[src/rtl/ddr_cmd_pkg.sv]
// Shared state encoding, default DRAM timing constants and counter sizing for the command sequencer.
// No logic of its own; zero latency, no backpressure.
package ddr_cmd_pkg;

  localparam int DEF_ROWS    = 128;
  localparam int DEF_COLUMNS = 64;
  localparam int DEF_TRCD    = 2;
  localparam int DEF_TRP     = 2;
  localparam int DEF_TCL     = 2;
  localparam int DEF_TREFI   = 780;
  localparam int DEF_TRFC    = 8;

  typedef logic [2:0] state_t;

  localparam state_t ST_IDLE  = 3'd0;
  localparam state_t ST_PRECH = 3'd1;
  localparam state_t ST_ACTV  = 3'd2;
  localparam state_t ST_ISSUE = 3'd3;
  localparam state_t ST_DATA  = 3'd4;
  localparam state_t ST_REFR  = 3'd5;

  function automatic int max4(input int a, input int b, input int c, input int d);
    int m;
    m = a;
    if (b > m) m = b;
    if (c > m) m = c;
    if (d > m) m = d;
    return m;
  endfunction

  // One spare bit so the largest "last cycle" value always fits.
  function automatic int cnt_width(input int trcd, input int trp, input int tcl, input int trfc);
    return $clog2(max4(trcd, trp, tcl, trfc)) + 1;
  endfunction

endpackage

[src/rtl/ddr_cmd_sched_if.sv]
// Request handshake plus command/data-phase outputs of the DRAM command sequencer.
// Pure wiring; no latency, backpressure carried by req_ready.
interface ddr_cmd_sched_if #(
  parameter int ROW_W = 7,
  parameter int COL_W = 6
);

  logic             req_valid;
  logic             req_ready;
  logic             req_wr;
  logic [ROW_W-1:0] req_row;
  logic [COL_W-1:0] req_col;

  logic             ACT;
  logic             PR;
  logic             RD;
  logic             WR;
  logic             REF;
  logic [ROW_W-1:0] row;
  logic [COL_W-1:0] column;
  logic             rd_req;
  logic             wr_req;
  logic             done;

  modport master (
    output req_valid, req_wr, req_row, req_col,
    input  req_ready, ACT, PR, RD, WR, REF, row, column, rd_req, wr_req, done
  );

  modport slave (
    input  req_valid, req_wr, req_row, req_col,
    output req_ready, ACT, PR, RD, WR, REF, row, column, rd_req, wr_req, done
  );

endinterface

[src/rtl/ddr_refresh_timer.sv]
// Free-running refresh interval counter; raises pending every TREFI non-halted cycles until cleared.
// One-cycle latency from wrap to pending; no backpressure, a wrap while pending is absorbed.
module ddr_refresh_timer #(
  parameter int TREFI = 780
) (
  input  logic clk,
  input  logic rst,
  input  logic halt,
  input  logic clear,
  output logic pending
);

  localparam int            TW   = $clog2(TREFI);
  localparam logic [TW-1:0] WRAP = TW'(TREFI - 1);

  logic [TW-1:0] cnt_q, cnt_d;
  logic          pending_q, pending_d;

  // A wrap on the same edge as a clear starts a fresh interval, so set wins.
  always_comb begin
    cnt_d     = cnt_q;
    pending_d = pending_q;
    if (!halt) begin
      if (clear) pending_d = 1'b0;
      if (cnt_q == WRAP) begin
        cnt_d     = '0;
        pending_d = 1'b1;
      end else begin
        cnt_d = cnt_q + 1'b1;
      end
    end
  end

  always_ff @(posedge clk) begin
    if (!rst) begin
      cnt_q     <= '0;
      pending_q <= 1'b0;
    end else begin
      cnt_q     <= cnt_d;
      pending_q <= pending_d;
    end
  end

  assign pending = pending_q;

endmodule

[src/rtl/ddr_cmd_sched.sv]
// Open-row request-to-command sequencer issuing ACT/PR/RD/WR/REF with tRP/tRCD/tCL/tRFC spacing.
// One request in flight; req_ready low while busy, refreshing or halted; hit RD/WR one cycle after accept.
module ddr_cmd_sched
  import ddr_cmd_pkg::*;
#(
  parameter int ROWS    = DEF_ROWS,
  parameter int COLUMNS = DEF_COLUMNS,
  parameter int TRCD    = DEF_TRCD,
  parameter int TRP     = DEF_TRP,
  parameter int TCL     = DEF_TCL,
  parameter int TREFI   = DEF_TREFI,
  parameter int TRFC    = DEF_TRFC
) (
  input  logic             clk,
  input  logic             rst,
  input  logic             halt,
  ddr_cmd_sched_if.slave   bus
);

  localparam int ROW_W = $clog2(ROWS);
  localparam int COL_W = $clog2(COLUMNS);
  localparam int CNT_W = cnt_width(TRCD, TRP, TCL, TRFC);

  localparam logic [CNT_W-1:0] TRCD_LAST = CNT_W'(TRCD - 1);
  localparam logic [CNT_W-1:0] TRP_LAST  = CNT_W'(TRP - 1);
  localparam logic [CNT_W-1:0] TCL_LAST  = CNT_W'(TCL - 1);
  localparam logic [CNT_W-1:0] TRFC_LAST = CNT_W'(TRFC - 1);

  state_t           state_q, state_d;
  logic [CNT_W-1:0] cnt_q, cnt_d;
  logic [ROW_W-1:0] row_q, row_d;
  logic [COL_W-1:0] col_q, col_d;
  logic             wr_q, wr_d;
  logic             open_q, open_d;
  logic             ref_svc_q, ref_svc_d;

  logic             ref_pending;
  logic             ref_clear;
  logic             req_ready;
  logic             accept;

  ddr_refresh_timer #(
    .TREFI (TREFI)
  ) u_refresh_timer (
    .clk     (clk),
    .rst     (rst),
    .halt    (halt),
    .clear   (ref_clear),
    .pending (ref_pending)
  );

  assign req_ready = rst && (state_q == ST_IDLE) && !ref_pending && !halt;
  assign accept    = bus.req_valid && req_ready;

  // cnt_q is zero on the first cycle of every state; strobes key off that, so a
  // halted entry cycle simply defers the strobe to the next live cycle.
  always_comb begin
    state_d   = state_q;
    cnt_d     = cnt_q;
    row_d     = row_q;
    col_d     = col_q;
    wr_d      = wr_q;
    open_d    = open_q;
    ref_svc_d = ref_svc_q;
    ref_clear = 1'b0;
    if (!halt) begin
      cnt_d = cnt_q + 1'b1;
      case (state_q)
        ST_IDLE: begin
          cnt_d = '0;
          if (ref_pending) begin
            ref_svc_d = 1'b1;
            if (open_q) begin
              state_d = ST_PRECH;
            end else begin
              state_d = ST_REFR;
              row_d   = '0;
              col_d   = '0;
            end
          end else if (accept) begin
            row_d     = bus.req_row;
            col_d     = bus.req_col;
            wr_d      = bus.req_wr;
            ref_svc_d = 1'b0;
            if (!open_q)                    state_d = ST_ACTV;
            else if (row_q == bus.req_row)  state_d = ST_ISSUE;
            else                            state_d = ST_PRECH;
          end
        end
        ST_PRECH: begin
          open_d = 1'b0;
          if (cnt_q == TRP_LAST) begin
            cnt_d = '0;
            if (ref_svc_q) begin
              state_d = ST_REFR;
              row_d   = '0;
              col_d   = '0;
            end else begin
              state_d = ST_ACTV;
            end
          end
        end
        ST_ACTV: begin
          if (cnt_q == TRCD_LAST) begin
            cnt_d   = '0;
            open_d  = 1'b1;
            state_d = ST_ISSUE;
          end
        end
        ST_ISSUE: begin
          cnt_d   = '0;
          state_d = ST_DATA;
        end
        ST_DATA: begin
          if (cnt_q == TCL_LAST) begin
            cnt_d   = '0;
            state_d = ST_IDLE;
          end
        end
        ST_REFR: begin
          if (cnt_q == TRFC_LAST) begin
            cnt_d     = '0;
            open_d    = 1'b0;
            ref_svc_d = 1'b0;
            ref_clear = 1'b1;
            state_d   = ST_IDLE;
          end
        end
        default: begin
          cnt_d   = '0;
          state_d = ST_IDLE;
        end
      endcase
    end
  end

  always_ff @(posedge clk) begin
    if (!rst) begin
      state_q   <= ST_IDLE;
      cnt_q     <= '0;
      row_q     <= '0;
      col_q     <= '0;
      wr_q      <= 1'b0;
      open_q    <= 1'b0;
      ref_svc_q <= 1'b0;
    end else begin
      state_q   <= state_d;
      cnt_q     <= cnt_d;
      row_q     <= row_d;
      col_q     <= col_d;
      wr_q      <= wr_d;
      open_q    <= open_d;
      ref_svc_q <= ref_svc_d;
    end
  end

  assign bus.req_ready = req_ready;
  assign bus.ACT       = !halt && (state_q == ST_ACTV)  && (cnt_q == '0);
  assign bus.PR        = !halt && (state_q == ST_PRECH) && (cnt_q == '0);
  assign bus.REF       = !halt && (state_q == ST_REFR)  && (cnt_q == '0);
  assign bus.RD        = !halt && (state_q == ST_ISSUE) && !wr_q;
  assign bus.WR        = !halt && (state_q == ST_ISSUE) &&  wr_q;
  assign bus.rd_req    = !halt && (state_q == ST_DATA)  && !wr_q;
  assign bus.wr_req    = !halt && (state_q == ST_DATA)  &&  wr_q;
  assign bus.done      = !halt && (state_q == ST_DATA)  && (cnt_q == TCL_LAST);
  assign bus.row       = row_q;
  assign bus.column    = col_q;

endmodule

[src/flat_wrapper.sv]
// flat-port wrapper written by rule: the top's interface ports become plain ports
module ddr_cmd_sched_flat import ddr_cmd_pkg::*;
#(
  parameter int ROWS    = DEF_ROWS,
  parameter int COLUMNS = DEF_COLUMNS,
  parameter int TRCD    = DEF_TRCD,
  parameter int TRP     = DEF_TRP,
  parameter int TCL     = DEF_TCL,
  parameter int TREFI   = DEF_TREFI,
  parameter int TRFC    = DEF_TRFC
)
  (clk, rst, halt, bus_req_valid, bus_req_wr, bus_req_row, bus_req_col, bus_req_ready, bus_ACT, bus_PR, bus_RD, bus_WR, bus_REF, bus_row, bus_column, bus_rd_req, bus_wr_req, bus_done);
  ddr_cmd_sched_if #(.ROW_W(7), .COL_W(6)) bus_i ();
  input  logic clk;
  input  logic rst;
  input  logic halt;
  input wire logic [$bits(bus_i.req_valid)-1:0] bus_req_valid;
  input wire logic [$bits(bus_i.req_wr)-1:0] bus_req_wr;
  input wire logic [$bits(bus_i.req_row)-1:0] bus_req_row;
  input wire logic [$bits(bus_i.req_col)-1:0] bus_req_col;
  output wire logic [$bits(bus_i.req_ready)-1:0] bus_req_ready;
  output wire logic [$bits(bus_i.ACT)-1:0] bus_ACT;
  output wire logic [$bits(bus_i.PR)-1:0] bus_PR;
  output wire logic [$bits(bus_i.RD)-1:0] bus_RD;
  output wire logic [$bits(bus_i.WR)-1:0] bus_WR;
  output wire logic [$bits(bus_i.REF)-1:0] bus_REF;
  output wire logic [$bits(bus_i.row)-1:0] bus_row;
  output wire logic [$bits(bus_i.column)-1:0] bus_column;
  output wire logic [$bits(bus_i.rd_req)-1:0] bus_rd_req;
  output wire logic [$bits(bus_i.wr_req)-1:0] bus_wr_req;
  output wire logic [$bits(bus_i.done)-1:0] bus_done;
  assign bus_i.req_valid = bus_req_valid;
  assign bus_i.req_wr = bus_req_wr;
  assign bus_i.req_row = bus_req_row;
  assign bus_i.req_col = bus_req_col;
  assign bus_req_ready = bus_i.req_ready;
  assign bus_ACT = bus_i.ACT;
  assign bus_PR = bus_i.PR;
  assign bus_RD = bus_i.RD;
  assign bus_WR = bus_i.WR;
  assign bus_REF = bus_i.REF;
  assign bus_row = bus_i.row;
  assign bus_column = bus_i.column;
  assign bus_rd_req = bus_i.rd_req;
  assign bus_wr_req = bus_i.wr_req;
  assign bus_done = bus_i.done;
  ddr_cmd_sched #(.ROWS(ROWS), .COLUMNS(COLUMNS), .TRCD(TRCD), .TRP(TRP), .TCL(TCL), .TREFI(TREFI), .TRFC(TRFC)) u_core (.clk(clk), .rst(rst), .halt(halt), .bus(bus_i));
endmodule
[config.mk]
export PLATFORM = sky130hd
export DESIGN_NAME = ddr_cmd_sched_flat
export DESIGN_NICKNAME = d
export VERILOG_FILES = /design/src/rtl/ddr_cmd_pkg.sv /design/src/rtl/ddr_cmd_sched_if.sv /design/src/rtl/ddr_refresh_timer.sv /design/src/rtl/ddr_cmd_sched.sv /design/src/flat_wrapper.sv
export SDC_FILE = /design/constraint.sdc
export NUM_CORES = 1
export LEC_CHECK = 0
export CORE_UTILIZATION = 48
export CTS_BUF_LIST = sky130_fd_sc_hd__clkbuf_4 sky130_fd_sc_hd__clkbuf_8
export DETAILED_ROUTE_END_ITERATION = 10
export PLACE_DENSITY_LB_ADDON = 0.12
export SLEW_MARGIN = 20
export SYNTH_ARGS = -nofsm -noshare
export SYNTH_HDL_FRONTEND = slang
export SYNTH_SLANG_ARGS = --single-unit
[constraint.sdc]
create_clock -name clk -period 3.9 [get_ports clk]
set_input_delay 0.78 -clock clk [delete_from_list [all_inputs] [get_ports clk]]
set_output_delay 0.78 -clock clk [all_outputs]
set_load 0.02 [all_outputs]
==> flow_metrics.py, run 1 <==
metrics = {
    "setup_path": {
        "critPathLaunchType": "input pin",
        "path_class": "in2out",
        "slowest_stage": "clkdlybuf4s50_1",
        "cp.arrival_ns": 2.46,
        "r2r_start": "u_core.cnt_q[0]",
        "max_stage_delay_ns": 0.67,
        "crit_path_end_kind": "output pin",
        "required_ns": 3.12,
        "crit_top_cell": "clkdlybuf4s50_1",
        "rrSetupSlack_ns": 1.82,
        "worstRegToRegCells": 6,
        "r2r_end": "u_core.state_q[2]",
        "cp_max_fo": 11,
        "crit_chain": "clkdlybuf4s50_1 > inv_1 > nor3_1 > clkdlybuf4s50_1",
    },
    "worst_hold_path": {
        "hp-start": "u_core.bus.column[2]",
        "hold_end": "u_core.bus.column[2]",
        "hold_path_class": "reg2reg",
        "hold_depth": 2,
    },
    "die": {
        "design.core.area_sq_mm": 0.00372,
        "die_w_microns": 64.5,
        "die_h_microns": 64.5,
        "dieArea_sq_mm": 0.00416,
        "start_util": 0.504,
        "ios": 40,
        "core.rowCount": 22,
    },
    "placed_design": {
        "dp_hpwl_microns": 2630,
        "post_dp_cell_area_sq_mm": 0.00226,
        "gp_congestion": 0.789,
        "dp_cells": 308,
        "portBuffers": 39,
    },
    "detailed_routing": {
        "antenna_left": 0,
        "dr_total_vias": 1660,
        "wl_per_cell_microns": 12.1,
        "first_pass_iters": 4,
        "drt-initial-drc-count": 152,
        "via_per_inst": 5.25,
        "finalWirelength_microns": 3810,
        "drc": 0,
    },
    "logic_synthesis": {
        "ys_seq_area_frac": 0.363,
        "yosys_warnings": 0,
        "syn_area_per_cell_sq_um": 8.11,
        "ys_types": 46,
        "synth.cell_area_sq_mm": 0.00187,
        "ys.flop_type": "dfxtp_1",
        "synth_edf_count": 0,
        "ys_seq_elements": 34,
        "syn_nets": 253,
        "async_flop_share": 0,
        "syn_inst": 231,
    },
    "outcome": {
        "status": "completed",
    },
    "timing": {
        "slew_violations": 0,
        "fin_setup_tns_ns": 0,
        "finalClockSkew_ns": 0.00712,
        "fin_crit_ns": 3.24,
        "setup_viol": 0,
        "fmaxAchievable_mhz": 309,
        "rsz0062_at_grt": "no",
        "hold_ws_ns": 0.468,
        "tightest_slew_ns": 0.723,
        "max_slew_margin": 0.517,
        "fin_crit_sh": 0.830,
        "final_hold_viol_count": 0,
    },
    "finish": {
        "area_growth_pct": 27.9,
        "final_area_sq_mm": 0.00240,
        "final_cell_mix": "clkdlybuf4s50_1, dfxtp_1, nand2_1, nor2_1, nand3_1",
        "final_nets": 289,
        "drive_gt1_frac": 0.0672,
        "num_antenna_cells": 0,
        "final_cells": 316,
        "final_common_cell": "clkdlybuf4s50_1",
    },
    "grt": {
        "grt_pass1_vias": 1469,
        "use_met2": 0.326,
        "gr-total-overflow": 0,
        "grt_first_pass_wirelength_microns": 6710,
        "met1_usage": 0.274,
        "grt_start_max_net_pins": 27,
        "grt_usage": 0.210,
        "grt_busiest_layer": "met2",
        "use_met3": 0.0616,
        "grt_antenna_before_repair": 0,
    },
    "cts": {
        "ctsLongestPathBuffers": 2,
        "cts_tree": "done",
        "cts-resized-gates": 0,
        "cts_hold_buf": 0,
        "cts-root-buf": "clkbuf_8",
        "cts_sinks": 34,
        "cts_buffers": 5,
        "worstSkewPairLatency_ns": 0.29,
        "post_cts_buffers": 0,
        "cts_max_level": 2,
        "cts.clk_slew.worst_paths_ns": 0.07,
    },
    "power_and_ir_drop": {
        "ir_drop_mv": 0.231,
        "power_density_mw_per_mm2": 385,
        "leakage_nw": 0.838,
        "design_power_total_mw": 0.923,
    },
    "job": {
        "max_cap_violations": 0,
    },
}
## final cells by class
type                            instances  area (sq um)
Timing Repair Buffer                   43           420
Inverter                                4          15.0
Clock inverter                          3          68.8
Sequential cell                        34           681
Tap cell                               48          60.1
Multi-Input combinational cell        179          1080
Fill cell                             333          1320
Clock buffer                            5          68.8
## state kept, by name (all words and copies together) (netlist names)
name                            cells
u_core.bus.row                      7
u_core.u_refresh_timer.cnt_q       10
u_core.ref_svc_q                    1
u_core.cnt_q                        4
u_core.u_refresh_timer.pending      1
u_core.open_q                       1
u_core.wr_q                         1
u_core.bus.column                   6
u_core.state_q                      3
## worst max path at each step
stage | from | to | slack (ns) | depth (start not counted)
floorplan | halt | bus_REF | 1.21 | 3
global placement | halt | bus_PR | 0.68 | 4
detailed placement | rst | bus_req_ready | 0.65 | 4
CTS | rst | bus_req_ready | 0.65 | 4
global route | halt | bus_PR | 0.59 | 4
finish | rst | bus_req_ready | 0.66 | 4
## metrics by stage
stage	setup slack [ns]	utilization
2_1_floorplan	1.21	-
3_3_place_gp	0.675	0.608
3_5_place_dp	0.651	0.608
4_1_cts	0.652	0.645
5_1_grt	0.586	0.645
6_report	0.664	0.645
## critical path, delay by kind of cell
family	cells	cell delay [ns]
buffers and inverters	3	1.32
and+or+nand+nor	1	0.36
## synthesized netlist by cell type, drive strengths merged (3+ instances only)
cell type	n	area [sq um]
a21oi	6	33.8
a31oi	3	33.8
buf	8	68.8
clkbuf	6	26.3
dfxtp	34	681
ha	4	50.1
inv	4	15.0
mux2i	5	50.1
nand2	32	120
nand2b	3	18.8
nand3	25	125
nand3b	6	45.0
nor2	27	101
nor3	5	25.0
nor4	5	31.3
o21ai	16	80.1
xnor2	11	96.3
xor2	5	43.8
## metal layers
layer / share of wire / vias up
li1: - / 879
met2: 0.43 / 33
met4: 0.015 / 0
met3: 0.038 / 5
met5: 0 / -
met1: 0.51 / 743
## kinds of logic (layout without fill, tap and decap cells)
family / after synthesis / count (layout) / share of synthesized area
AOI/OAI and AO/OA: 34 / 34 / 0.122
xor gates and xnor gates: 16 / 16 / 0.0748
adders and majority gates: 4 / 4 / 0.0267
buffers and inverters: 18 / 55 / 0.0587
DFF: 34 / 34 / 0.363
muxes: 5 / 5 / 0.0267
and+or+nand+nor: 120 / 120 / 0.328
## power by group
part / total, mW / leakage (nW) / switching (mW) / internal, mW
clock: 0.392 / 0.0683 / 0.136 / 0.256
combinational: 0.150 / 0.494 / 0.0759 / 0.0744
sequential: 0.380 / 0.276 / 0.0183 / 0.362
total: 0.923 / 0.838 / 0.231 / 0.693
No activity file was read; power rests on OpenSTA's default activity.
==> inputs of run 2 (changes only) <==
--- a/config.mk
+++ b/config.mk
@@ -5,7 +5,7 @@
 export SDC_FILE = /design/constraint.sdc
 export NUM_CORES = 1
 export LEC_CHECK = 0
-export CORE_UTILIZATION = 48
+export CORE_UTILIZATION = 47
 export CTS_BUF_LIST = sky130_fd_sc_hd__clkbuf_4 sky130_fd_sc_hd__clkbuf_8
 export DETAILED_ROUTE_END_ITERATION = 10
 export PLACE_DENSITY_LB_ADDON = 0.12
==> constraint.sdc (replaced) <==
create_clock -name clk -period 2.95 [get_ports clk]
set_input_delay 0.59 -clock clk [delete_from_list [all_inputs] [get_ports clk]]
set_output_delay 0.59 -clock clk [all_outputs]
set_load 0.02 [all_outputs]
==> run 2 against run 1 <==
Effect of this change: combinational power grew 43%; setup slack lost 0.57 ns; sequential power grew 30%; worst hold slack gained 0.00069 ns; final cell count grew 0.95%; first-iteration DRC count shrank 22%; utilization shrank 0.94 points.
==> flow_metrics.py, run 2 (synthesized netlist as in run 1, its figures left out) <==
metrics = {
    "finish": {
        "drive_gt1_frac": 0.0775,
        "area_growth_pct": 27.0,
        "final_common_cell": "clkdlybuf4s50_1",
        "final_nets": 294,
        "nFillCells": 366,
        "final_cells": 319,
        "largest_reg_flops": 10,
        "final_cell_mix": "clkdlybuf4s50_1, dfxtp_1, nand2_1, nor2_1, nand3_1",
        "regMostFlops": "u_core.u_refresh_timer.cnt_q",
        "num_antenna_cells": 0,
    },
    "setup_path": {
        "cp_max_fo": 2,
        "worstRegToRegCells": 6,
        "crit_path_end_kind": "output pin",
        "cp.arrival_ns": 2.26,
        "crit_buf_inv": 2,
        "crit_top_cell": "clkdlybuf4s50_1",
        "crit_chain": "clkdlybuf4s50_1 > or4_1 > nor2_1 > clkdlybuf4s50_1",
        "critPathTopFamily": "buffers and inverters",
        "path_class": "in2out",
        "max_stage_delay_ns": 0.60,
        "required_ns": 2.36,
        "critPathLaunchType": "input pin",
        "slowest_stage": "clkdlybuf4s50_1",
        "cp_num_cells": 4,
    },
    "timing": {
        "finalClockSkew_ns": 0.00401,
        "fin_crit_ns": 2.85,
        "tightest_slew_ns": 0.427,
        "rsz0062_at_grt": "no",
        "final_hold_viol_count": 0,
        "setup_viol": 0,
        "fin_setup_tns_ns": 0,
        "slew_violations": 0,
        "fin_crit_sh": 0.967,
        "fmaxAchievable_mhz": 351,
        "max_slew_margin": 0.715,
        "worst_slack_ns": 0.0979,
    },
    "cts": {
        "cts-root-buf": "clkbuf_8",
        "cts_sinks": 34,
        "cts_tree": "done",
        "post_cts_buffers": 0,
        "cts_hold_buf": 0,
        "cts.clk_slew.worst_paths_ns": 0.06,
        "cts-resized-gates": 0,
        "ctsLongestPathBuffers": 2,
        "worstSkewPairLatency_ns": 0.28,
        "cts_buffers": 5,
        "cts_max_level": 2,
    },
    "die": {
        "dieArea_sq_mm": 0.00424,
        "core.rowCount": 22,
        "die_w_microns": 65.2,
        "start_util": 0.501,
        "ios": 40,
        "design.core.area_sq_mm": 0.00374,
        "die_h_microns": 65.2,
    },
    "outcome": {
        "status": "completed",
    },
    "placed_design": {
        "dp_hpwl_microns": 2760,
        "portBuffers": 39,
        "post-place-ws_ns": 0.0918,
        "dp_cells": 313,
        "gp_congestion": 0.781,
    },
    "detailed_routing": {
        "via_per_inst": 5.28,
        "antenna_left": 0,
        "drc": 0,
        "wl_per_cell_microns": 12.4,
        "first_pass_iters": 4,
        "drt-initial-drc-count": 119,
        "dr_total_vias": 1684,
        "finalWirelength_microns": 3960,
    },
    "power_and_ir_drop": {
        "design_power_total_mw": 1.04,
        "power_density_mw_per_mm2": 437,
        "leakage_nw": 0.839,
        "ir_drop_mv": 0.283,
    },
    "grt": {
        "grt_start_max_net_pins": 27,
        "grt_pass1_vias": 1549,
        "grt_usage": 0.209,
        "grt_antenna_before_repair": 0,
        "gr-total-overflow": 0,
        "grt_first_pass_wirelength_microns": 6780,
    },
    "worst_hold_path": {
        "hold_depth": 2,
        "hold_path_class": "reg2reg",
    },
    "job": {
        "max_cap_violations": 0,
    },
}
[run 2: path summary, 6_finish.rpt]
path | from | end | slack [ns]
max | halt | bus_PR | 0.1
min | u_core.bus.column[4] | u_core.bus.column[4] | 0.47
max reg2reg | u_core.cnt_q[0] | u_core.state_q[2] | 0.88
min reg2reg | u_core.bus.column[4] | u_core.bus.column[4] | 0.47
[run 2: power by group]
part	switching [mW]	internal, mW	leakage, nW
combinational	0.111	0.103	0.520
clock	0.151	0.180	0.0431
sequential	0.0159	0.479	0.276
total	0.277	0.762	0.839
[run 2: routing by layer]
metal  GRT usage  routed length, microns
met4      0.0978                      72
met2       0.335                    1770
met5           0                       0
met3      0.0590                     214
met1       0.258                    1900
[run 2: worst reg2reg max path: stages, from the launching register on]
cell and delay (ns):
dfxtp_1 0.43, ha_1 0.17, or3b_1 0.49, o311a_1 0.16
or3_4 0.36, a31oi_4 0.19, mux2i_1 0.20
[run 2: area by class of cell]
class / instances / area [sq um] / share of cell area
clock buffers: 6 / 82.6 / 0.0347
inverters: 4 / 15.0 / 0.00631
multi-input cells: 179 / 1080 / 0.455
flip-flops and latches: 34 / 681 / 0.286
well taps: 48 / 60.1 / 0.0252
repair buffers: 48 / 458 / 0.192
[run 2: per-stage QoR]
stage / hold slack (ns) / utilization / instance area, sq um
6_report: 0.469 / 0.636 / 2380
5_1_grt: 0.497 / 0.636 / 2380
4_1_cts: 0.473 / 0.636 / 2380
3_5_place_dp: 0.464 / 0.614 / 2300
3_3_place_gp: 0.454 / 0.614 / 2300
2_1_floorplan: 0.459 / - / 1870
